File: config.mk
export PLATFORM = sky130hd
export DESIGN_NAME = tt_um_freq_counter
export DESIGN_NICKNAME = d
export VERILOG_FILES = /design/src/rtl/tt_freq_pkg.sv /design/src/rtl/freq_sync_edge.sv /design/src/rtl/tt_um_freq_counter.sv
export SDC_FILE = /design/constraint.sdc
export NUM_CORES = 1
export LEC_CHECK = 0
export CAP_MARGIN = 20
export CORE_ASPECT_RATIO = 1.2
export CORE_UTILIZATION = 54
export CTS_CLUSTER_SIZE = 40
export DETAILED_ROUTE_END_ITERATION = 16
export PLACE_DENSITY_LB_ADDON = 0.15
export SYNTH_ARGS = -nofsm -noshare
export SYNTH_HDL_FRONTEND = slang
export SYNTH_SLANG_ARGS = --single-unit
File: constraint.sdc
create_clock -name clk -period 3.95 [get_ports clk]
set_clock_uncertainty 0.15 [all_clocks]
set_input_delay 0.79 -clock clk [delete_from_list [all_inputs] [get_ports clk]]
set_output_delay 0.79 -clock clk [all_outputs]
set_load 0.01 [all_outputs]
File: src/rtl/tt_freq_pkg.sv
`default_nettype none
// ============================================================================
// Package     : tt_freq_pkg
// Description : Shared state encodings, status bit positions and readback
//               select codes for the gated frequency counter.
// Revision    : 1.0 - initial release
// ============================================================================
package tt_freq_pkg;

    // Measurement FSM states
    typedef enum logic [1:0] {
        ST_IDLE = 2'd0,
        ST_GATE = 2'd1,
        ST_DONE = 2'd2
    } state_t;

    // Bit positions inside the status byte
    localparam int STS_BUSY = 7;
    localparam int STS_DONE = 6;
    localparam int STS_OVF  = 5;

    // Readback select codes on ui_in[5:4]
    localparam logic [1:0] RD_RES_LO = 2'b00;
    localparam logic [1:0] RD_RES_HI = 2'b01;
    localparam logic [1:0] RD_STATUS = 2'b10;
    localparam logic [1:0] RD_GATE   = 2'b11;

    // Assemble the status byte; unused low bits read as zero
    function automatic logic [7:0] pack_status(input logic busy,
                                               input logic done,
                                               input logic ovf);
        logic [7:0] s;
        s           = 8'h00;
        s[STS_BUSY] = busy;
        s[STS_DONE] = done;
        s[STS_OVF]  = ovf;
        return s;
    endfunction

endpackage
`default_nettype wire

File: src/rtl/freq_sync_edge.sv
`default_nettype none
// ============================================================================
// Module      : freq_sync_edge
// Description : Multi-flop synchronizer for an asynchronous pin followed by a
//               one-flop rising-edge detector producing a single-cycle pulse.
// Revision    : 1.0 - initial release
// ============================================================================
module freq_sync_edge #(
    parameter int SYNC_STAGES = 2
) (
    input  logic clk,
    input  logic rst_n,
    input  logic i_async,
    output logic o_pulse
);

    logic [SYNC_STAGES-1:0] r_sync;
    logic                   r_prev;

    // Shift the pin through the synchronizer and remember the last synced level
    always_ff @(posedge clk) begin
        if (!rst_n) begin
            r_sync <= '0;
            r_prev <= 1'b0;
        end else begin
            r_sync <= {r_sync[SYNC_STAGES-2:0], i_async};
            r_prev <= r_sync[SYNC_STAGES-1];
        end
    end

    // High for exactly one cycle after the synced level rises
    assign o_pulse = r_sync[SYNC_STAGES-1] & ~r_prev;

endmodule
`default_nettype wire

File: src/rtl/tt_um_freq_counter.sv
`default_nettype none
// ============================================================================
// Module      : tt_um_freq_counter
// Description : Gated frequency counter. Counts rising edges of sig_in over a
//               window of G*UNIT clocks, latches a saturating result and
//               exposes result/status/G byte-wise through a registered mux.
// Revision    : 1.0 - initial release
// ============================================================================
module tt_um_freq_counter
    import tt_freq_pkg::*;
#(
    parameter int CNT_W       = 16,
    parameter int GATE_W      = 8,
    parameter int UNIT        = 16,
    parameter int SYNC_STAGES = 2
) (
    input  logic       clk,
    input  logic       rst_n,
    input  logic       ena,
    input  logic [7:0] ui_in,
    input  logic [7:0] uio_in,
    output logic [7:0] uo_out,
    output logic [7:0] uio_out,
    output logic [7:0] uio_oe
);

    localparam int                   c_TIMER_W = GATE_W + $clog2(UNIT);
    localparam logic [CNT_W-1:0]     c_CNT_MAX = '1;
    localparam logic [c_TIMER_W-1:0] c_UNIT    = c_TIMER_W'(UNIT);

    // Input field decode
    logic       w_cont;
    logic       w_load_g;
    logic [1:0] w_rd_sel;
    logic       w_unused;

    assign w_cont   = ui_in[2];
    assign w_load_g = ui_in[3];
    assign w_rd_sel = ui_in[5:4];
    assign w_unused = &{1'b0, ena, ui_in[7:6]};

    // All bidirectional pins are inputs
    assign uio_out = 8'h00;
    assign uio_oe  = 8'h00;

    // Synchronized single-cycle pulses
    logic w_sig_pulse;
    logic w_start_pulse;

    freq_sync_edge #(.SYNC_STAGES(SYNC_STAGES)) u_sig_sync (
        .clk     (clk),
        .rst_n   (rst_n),
        .i_async (ui_in[0]),
        .o_pulse (w_sig_pulse)
    );

    freq_sync_edge #(.SYNC_STAGES(SYNC_STAGES)) u_start_sync (
        .clk     (clk),
        .rst_n   (rst_n),
        .i_async (ui_in[1]),
        .o_pulse (w_start_pulse)
    );

    // Registered state
    state_t                 r_state;
    logic [GATE_W-1:0]      r_g;
    logic [c_TIMER_W-1:0]   r_timer;
    logic [CNT_W-1:0]       r_count;
    logic [CNT_W-1:0]       r_result;
    logic                   r_win_ovf;
    logic                   r_ovf;
    logic                   r_done;
    logic [7:0]             r_uo_out;

    // FSM decode outputs
    state_t                 w_state_next;
    logic                   w_start_ok;
    logic                   w_load_ok;
    logic                   w_arm;
    logic                   w_latch;
    logic                   w_zero_result;
    logic                   w_clear_done;

    // Datapath helpers
    logic                   w_at_max;
    logic                   w_hit_ovf;
    logic [CNT_W-1:0]       w_count_next;
    logic [c_TIMER_W-1:0]   w_reload;

    // A simultaneous load_g wins over start, so start only counts alone
    assign w_start_ok = w_start_pulse & ~w_load_g;
    assign w_load_ok  = w_load_g & (r_state != ST_GATE);

    // Saturating edge count; the final-cycle pulse is folded in the same way
    assign w_at_max     = (r_count == c_CNT_MAX);
    assign w_hit_ovf    = w_sig_pulse & w_at_max;
    assign w_count_next = (w_sig_pulse && !w_at_max) ? r_count + 1'b1 : r_count;

    // Timer runs from G*UNIT-1 down to 0, giving exactly G*UNIT counted cycles
    assign w_reload = c_TIMER_W'(r_g) * c_UNIT - c_TIMER_W'(1);

    // State register
    always_ff @(posedge clk) begin
        if (!rst_n) begin
            r_state <= ST_IDLE;
        end else begin
            r_state <= w_state_next;
        end
    end

    // Next-state and datapath control decode
    always_comb begin
        w_state_next  = r_state;
        w_arm         = 1'b0;
        w_latch       = 1'b0;
        w_zero_result = 1'b0;
        w_clear_done  = 1'b0;
        case (r_state)
            ST_IDLE, ST_DONE: begin
                if (w_start_ok) begin
                    w_clear_done = 1'b1;
                    if (r_g == '0) begin
                        // Empty window: finish at once with a zero result
                        w_state_next  = ST_DONE;
                        w_zero_result = 1'b1;
                    end else begin
                        w_state_next = ST_GATE;
                        w_arm        = 1'b1;
                    end
                end
            end
            ST_GATE: begin
                if (r_timer == '0) begin
                    w_latch = 1'b1;
                    if (w_cont) begin
                        // Back-to-back window: re-arm in the same cycle
                        w_arm = 1'b1;
                    end else begin
                        w_state_next = ST_DONE;
                    end
                end
            end
            default: begin
                w_state_next = ST_IDLE;
            end
        endcase
    end

    // Gate length, timer, counter, result and flags
    always_ff @(posedge clk) begin
        if (!rst_n) begin
            r_g       <= '0;
            r_timer   <= '0;
            r_count   <= '0;
            r_result  <= '0;
            r_win_ovf <= 1'b0;
            r_ovf     <= 1'b0;
            r_done    <= 1'b0;
        end else begin
            if (w_load_ok) begin
                r_g <= GATE_W'(uio_in);
            end

            if (w_arm) begin
                r_count   <= '0;
                r_timer   <= w_reload;
                r_win_ovf <= 1'b0;
            end else if (r_state == ST_GATE) begin
                r_count <= w_count_next;
                r_timer <= (r_timer == '0) ? '0 : r_timer - 1'b1;
                if (w_hit_ovf) begin
                    r_win_ovf <= 1'b1;
                end
            end

            if (w_latch) begin
                r_result <= w_count_next;
                r_ovf    <= r_win_ovf | w_hit_ovf;
            end else if (w_zero_result) begin
                r_result <= '0;
                r_ovf    <= 1'b0;
            end

            if (w_latch || w_zero_result) begin
                r_done <= 1'b1;
            end else if (w_clear_done) begin
                r_done <= 1'b0;
            end
        end
    end

    // Readback mux, registered for a one-cycle read latency
    logic [15:0] w_result16;
    assign w_result16 = 16'(r_result);

    always_ff @(posedge clk) begin
        if (!rst_n) begin
            r_uo_out <= 8'h00;
        end else begin
            case (w_rd_sel)
                RD_RES_LO: r_uo_out <= w_result16[7:0];
                RD_RES_HI: r_uo_out <= w_result16[15:8];
                RD_STATUS: r_uo_out <= pack_status(r_state == ST_GATE, r_done, r_ovf);
                RD_GATE:   r_uo_out <= 8'(r_g);
                default:   r_uo_out <= 8'h00;
            endcase
        end
    end

    assign uo_out = r_uo_out;

endmodule
`default_nettype wire

==> qor.csv, run 1 <==
metric,value,unit
start_util,56.5,%
crit_arrival,2790,ps
final.min_clock_period,2730,ps
holdWs,290,ps
syn_to_final_growth,10.4,%
powerDensity,380,mW/mm2
drt_wl_total,7.55,mm
slew_viol_final,0,
hold_viol,0,
critPathCaptureType,flip-flop,
reg2reg_to,r_count[15],
ys.flop_type,dfxtp_1,
max_slew_margin,38.6,%
tritoncts,yes,
whs_path_depth,1,
synth_compound_area_share,13.2,%
core,0.00653,mm2
setup_viol,0,
synth_fa_ha_area_share,1.36,%
p_leak,1.47,nW
drc,0,
fin_setup_tns,0,ps
r2r_setup_slack,1380,ps
cts.sinks,71,
grt_max_degree,23,
die_h,92.5,um
ioPinCount,43,
drive_gt1_share,10.8,%
vias,2900,
status,completed,
clk_latency,350,ps
first_iter_violations,123,
htreeDepth,3,
startpoint,ui_in[3],
hpwl,5.37,mm
syn-cell-area,0.00369,mm2
synth-simple-area-share,27.1,%
min_from,u_start_sync.r_sync[0],
wl_per_cell,14.5,um
postSynthCellCount,419,
ys_warn_count,0,
die-area,0.00716,mm2
dr.pass1.iters,4,
crit_fanout,17,
grt_pass1_wl,12.8,mm
grt_setup_unrepaired,false,
synth-seq-area-share,38.5,%
max-clock-path-buffers,2,
ant_nets,0,
root_buffer,clkbuf_8,
place.gp.congestion,0.794,
synth-async-reset-ratio,0,%
fin_area,0.00407,mm2
worst_pin_slew,909,ps
post_cts_resized,0,
ys_ff_latch,71,
track_usage,22.6,%
grt_pass1_vias,2722,
synth_top_family_by_area,simple AND/OR/NAND/NOR gates,
insertedDiodeCount,0,
die_x,77.4,um
cts_hold_buffers,0,
criticalPathCategory,input port to flip-flop,
synth_cell_types,64,
row_count,32,
placed_area,0.00386,mm2
synth_edf_count,0,
synthXorXnorAreaFrac,8.31,%
finalCritPeriodShare,69.1,%
grt_overflow,0,
fin_nets,455,
postSynthAreaPerCell,8.80,um2
synthMuxAreaShare,4.48,%
clkTransAtPathRegs,70,ps
ir_drop,0.176,mV
startpoint_type,input port,
worstHoldPathType,flip-flop to flip-flop,
viasPerCell,5.56,
cts_buffers,9,
antenna_found_initial,0,
crit-reg2reg-launch,r_timer[0],
post_cts_buffers,0,
io_buffers,23,
max_cap_violations,0,
holdPathEnd,u_start_sync.r_sync[1],
required,4010,ps
fmax,366,MHz
r2r_cells,7,
report_power, final:
part | switching, mW | internal (mW)
sequential | 0.0226 | 0.734
combinational | 0.112 | 0.0769
clock | 0.288 | 0.312
total | 0.423 | 1.12
flip-flops by register name, indices dropped and copies added (netlist names):
| name | flops |
|---|---|
| r_ovf | 1 |
| r_timer | 12 |
| r_done | 1 |
| uo_out | 8 |
| u_sig_sync.r_sync | 2 |
| u_start_sync.r_sync | 2 |
| r_g | 8 |
| r_count | 16 |
| u_sig_sync.r_prev | 1 |
| r_state | 2 |
| r_result | 16 |
| u_start_sync.r_prev | 1 |
| r_win_ovf | 1 |
cell type report:
cell class              count  area, um2
flip-flops and latches     71       1420
multi-input cells         320       2070
repair buffers             26        253
clock inverters             6       67.6
fillers                   597       2460
well taps                  85        106
clock buffers              10        138
inverters                   4       15.0
logic make-up (layout without fill, tap and decap cells):
family | after synthesis | count (layout)
adders and majority gates | 4 | 4
other | 1 | 16
DFF | 71 | 71
and+or+nand+nor | 180 | 180
AOI/OAI and AO/OA | 73 | 73
xor gates and xnor gates | 35 | 35
muxes | 12 | 12
buffers and inverters | 43 | 46
metrics by stage:
step	utilization, %	worst slack [ps]	power [mW]	std cells
5_1_grt	62.4	1050	1.61	522
6_report	62.4	1220	1.55	522
3_5_place_dp	59.2	835	0.960	506
3_3_place_gp	59.2	890	0.956	506
4_1_cts	62.4	1200	1.56	522
2_1_floorplan	-	1640	0.924	434
cell usage after synthesis, types with 5 or more instances:
| master | instances | share of area, % |
|---|---|---|
| dfxtp_1 | 71 | 39 |
| nand2_1 | 39 | 4.0 |
| nor2_1 | 35 | 3.6 |
| o21ai_0 | 25 | 3.4 |
| nand3_1 | 22 | 3.0 |
| xor2_1 | 19 | 4.5 |
| buf_4 | 18 | 3.7 |
| xnor2_1 | 16 | 3.8 |
| nor3_1 | 14 | 1.9 |
| a21boi_0 | 12 | 2.4 |
| clkbuf_1 | 12 | 1.2 |
| and2_1 | 11 | 1.9 |
| a21oi_1 | 9 | 1.2 |
| and3_1 | 9 | 1.5 |
| nand4_1 | 8 | 1.4 |
| nor2b_1 | 7 | 1.2 |
| mux2_2 | 6 | 1.8 |
| a22oi_1 | 5 | 1.0 |
per-layer routing:
| layer | vias to the layer above | GRT usage, % | wire (um) |
|---|---|---|---|
| li1 | 1471 | - | - |
| met1 | 1376 | 28.7 | 3580 |
| met2 | 46 | 38.5 | 3670 |
| met3 | 7 | 2.96 | 215 |
| met4 | 0 | 8.96 | 93 |
| met5 | - | 0 | 0 |
placed cells by master (no fill, tap or decap), types with 7 or more instances in the layout:
master and count:
a21oi_1 9, xnor2_1 16, nand2_1 39, dfxtp_1 71
xor2_1 19, and3_1 9, o21ai_0 25, clkbuf_8 10
nor2_1 35, a21boi_0 12, clkdlybuf4s50_1 23, nor2b_1 7
nor3_1 14, nand3_1 22, nand4_1 8, conb_1 16
and2_1 11
worst max path at each step:
stage                   to  slack (ps)  cells past startpoint
6_report       r_count[10]        1220                      6
4_1_cts         r_count[3]        1200                      6
5_1_grt        r_count[10]        1050                      6
2_1_floorplan   r_timer[8]        1640                      5
3_3_place_gp    r_count[6]         890                      6
3_5_place_dp    r_count[3]         830                      6
critical path: stages:
cell             delay, ps
clkdlybuf4s50_1        420
or4b_1                 590
a21oi_2                250
a31oi_4                120
nand2_1                500
nor2_1                 100
Note: power is estimated with default switching activity, not from simulation.
==> run 2, diff against run 1 <==
==> constraint.sdc (replaced) <==
create_clock -name clk -period 2.7 [get_ports clk]
set_clock_uncertainty 0.15 [all_clocks]
set_input_delay 0.54 -clock clk [delete_from_list [all_inputs] [get_ports clk]]
set_output_delay 0.54 -clock clk [all_outputs]
set_load 0.01 [all_outputs]
==> qor.csv, run 2 (synthesis gave the netlist of run 1 again) <==
metric,value,unit,change
min_from,u_start_sync.r_sync[0],,unchanged
dr.pass1.iters,4,,unchanged
nFillCells,585,,was 597
crit-reg2reg-launch,r_g[0],,was r_timer[0]
worst_pin_slew,692,ps,was 909 ps
max_slew_margin,53.8,%,was 38.6%
drive_gt1_share,12.4,%,was 10.8%
grt_setup_unrepaired,false,,unchanged
ir_drop,0.472,mV,was 0.176 mV
r2r_setup_slack,400,ps,was 1380 ps
path_delay_family,simple AND/OR/NAND/NOR gates,,unchanged
p_leak,1.53,nW,was 1.47 nW
antenna_found_initial,0,,unchanged
post_cts_buffers,0,,unchanged
syn_to_final_growth,12.7,%,was 10.4%
crit_arrival,2430,ps,was 2790 ps
startpoint_type,flip-flop,,was input port
place.gp.congestion,0.821,,was 0.794
grt_overflow,0,,unchanged
dpl_worst_slack,55.9,ps,was 835 ps
whs_path_depth,1,,unchanged
die-area,0.00716,mm2,unchanged
cts_buffers,9,,unchanged
wl_per_cell,14.7,um,was 14.5 um
core,0.00653,mm2,unchanged
crit_slowest_cell,nor4b_2,,was or4b_1
hpwl,5.50,mm,was 5.37 mm
worstHoldPathType,flip-flop to flip-flop,,unchanged
timing.final.ws_setup,401,ps,was 1220 ps
path_buf_inv,2,,was 1
critPathCaptureType,flip-flop,,unchanged
post_cts_resized,0,,unchanged
r2r_cells,8,,was 7
first_iter_violations,157,,was 123
die_x,77.4,um,unchanged
die_h,92.5,um,unchanged
max_cap_violations,0,,unchanged
clk_latency,350,ps,about the same
ioPinCount,43,,unchanged
required,2830,ps,was 4010 ps
critPathMaxStageDelay,430,ps,was 590 ps
criticalPathCategory,flip-flop to flip-flop,,was input port to flip-flop
row_count,32,,unchanged
finalCritPeriodShare,85.2,%,
viasPerCell,5.58,,was 5.56
ant_nets,0,,unchanged
cts_hold_buffers,0,,unchanged
drt-met1-wl,3.52,mm,was 3.58 mm
multi_input_area,0.00207,mm2,unchanged
top_layer_used,met4,,unchanged
top_regs,"r_count: 16 flops, r_result: 16 flops, r_timer: 12 flops",,unchanged
grt_max_degree,22,,was 23
clkTransAtPathRegs,80,ps,was 70 ps
tritoncts,yes,,unchanged
grt_pass1_wl,13.0,mm,was 12.8 mm
powerDensity,557,mW/mm2,was 380 mW/mm2
fmax,435,MHz,
root_buffer,clkbuf_8,,unchanged
io_buffers,23,,unchanged
drt_wl_total,7.81,mm,was 7.55 mm
max-clock-path-buffers,2,,unchanged
drc,0,,unchanged
fin_setup_tns,0,ps,unchanged
met2_length,3.87,mm,was 3.67 mm
cts.sinks,71,,unchanged
fin_nets,464,,was 455
hold_viol,0,,unchanged
holdPathEnd,u_start_sync.r_sync[1],,unchanged
seq_area,0.00142,mm2,unchanged
setup_viol,0,,unchanged
vias,2955,,was 2900
insertedDiodeCount,0,,unchanged
layout_common_cells,"dfxtp_1 (71), nand2_1 (39), nor2_1 (35), o21ai_0 (25), clkdlybuf4s50_1 (23)",,unchanged
status,completed,,unchanged
crit_fanout,17,,unchanged
grt_pass1_vias,2764,,was 2722
mostFrequentLayoutCell,dfxtp_1,,unchanged
htreeDepth,3,,unchanged
track_usage,23.2,%,was 22.6%
slew_viol_final,0,,unchanged
start_util,56.5,%,unchanged
crit_chain,"inv_1, ha_1, nor4b_2, a21oi_2, a31oi_4, nand2_1, buf_12, nor2_1",,"was clkdlybuf4s50_1, or4b_1, a21oi_2, a31oi_4, nand2_1, nor2_1"
reg2reg_to,r_count[14],,was r_count[15]
final.min_clock_period,2300,ps,
dr_wl_met3,287,um,was 215 um
[run 2: cell count changes in the layout (fill, tap and decap cells not counted)]
cell,change
buf_4,+8
inv_6,-2
buf_12,+1
bufinv_16,+1
clkbuf_8,-1
clkinv_2,+1
clkinv_4,+1
clkinvlp_4,-1
[run 2: layout make-up]
cell class / count / share of cell area (%)
clock inverters: 6 / 2.08
repair buffers: 35 / 8.01
flip-flops and latches: 71 / 34.2
well taps: 85 / 2.56
multi-input cells: 320 / 49.8
clock buffers: 9 / 2.98
inverters: 4 / 0.361
[run 2: how the worst max path moves through the flow]
stage                     startpoint     endpoint  slack, ps  cells past startpoint
final                         r_g[0]  r_count[14]        400                      8
after global routing      r_state[0]   r_timer[5]        250                      5
after CTS                     r_g[0]  r_count[14]        390                      8
after detailed placement    ui_in[3]   r_timer[8]         60                      6
after global placement      ui_in[3]   r_timer[8]        110                      6
after floorplan           r_count[0]   r_count[2]        620                      7
[run 2: metrics by stage]
| stage | hold WS (ps) | std cells | util, % | power [mW] | area (um2) |
|---|---|---|---|---|---|
| 3_5_place_dp | 276 | 515 | 60.4 | 1.42 | 3950 |
| 6_report | 288 | 530 | 63.7 | 2.32 | 4160 |
| 2_1_floorplan | 262 | 434 | - | 1.35 | 3740 |
| 5_1_grt | 296 | 530 | 63.7 | 2.42 | 4160 |
| 4_1_cts | 294 | 530 | 63.7 | 2.33 | 4160 |
| 3_3_place_gp | 265 | 515 | 60.4 | 1.42 | 3950 |
[run 2: power by group]
group,switching [mW],internal [mW],leakage [nW],total (mW)
clock network,0.400,0.513,0.105,0.913
registers,0.0331,1.07,0.575,1.11
logic,0.168,0.128,0.847,0.296
[run 2: metal layers]
metal | up-vias | global-route usage (%)
li1 | 1483 | -
met1 | 1395 | 28.0
met2 | 65 | 39.5
met3 | 12 | 5.52
met5 | - | 0
met4 | 0 | 9.59
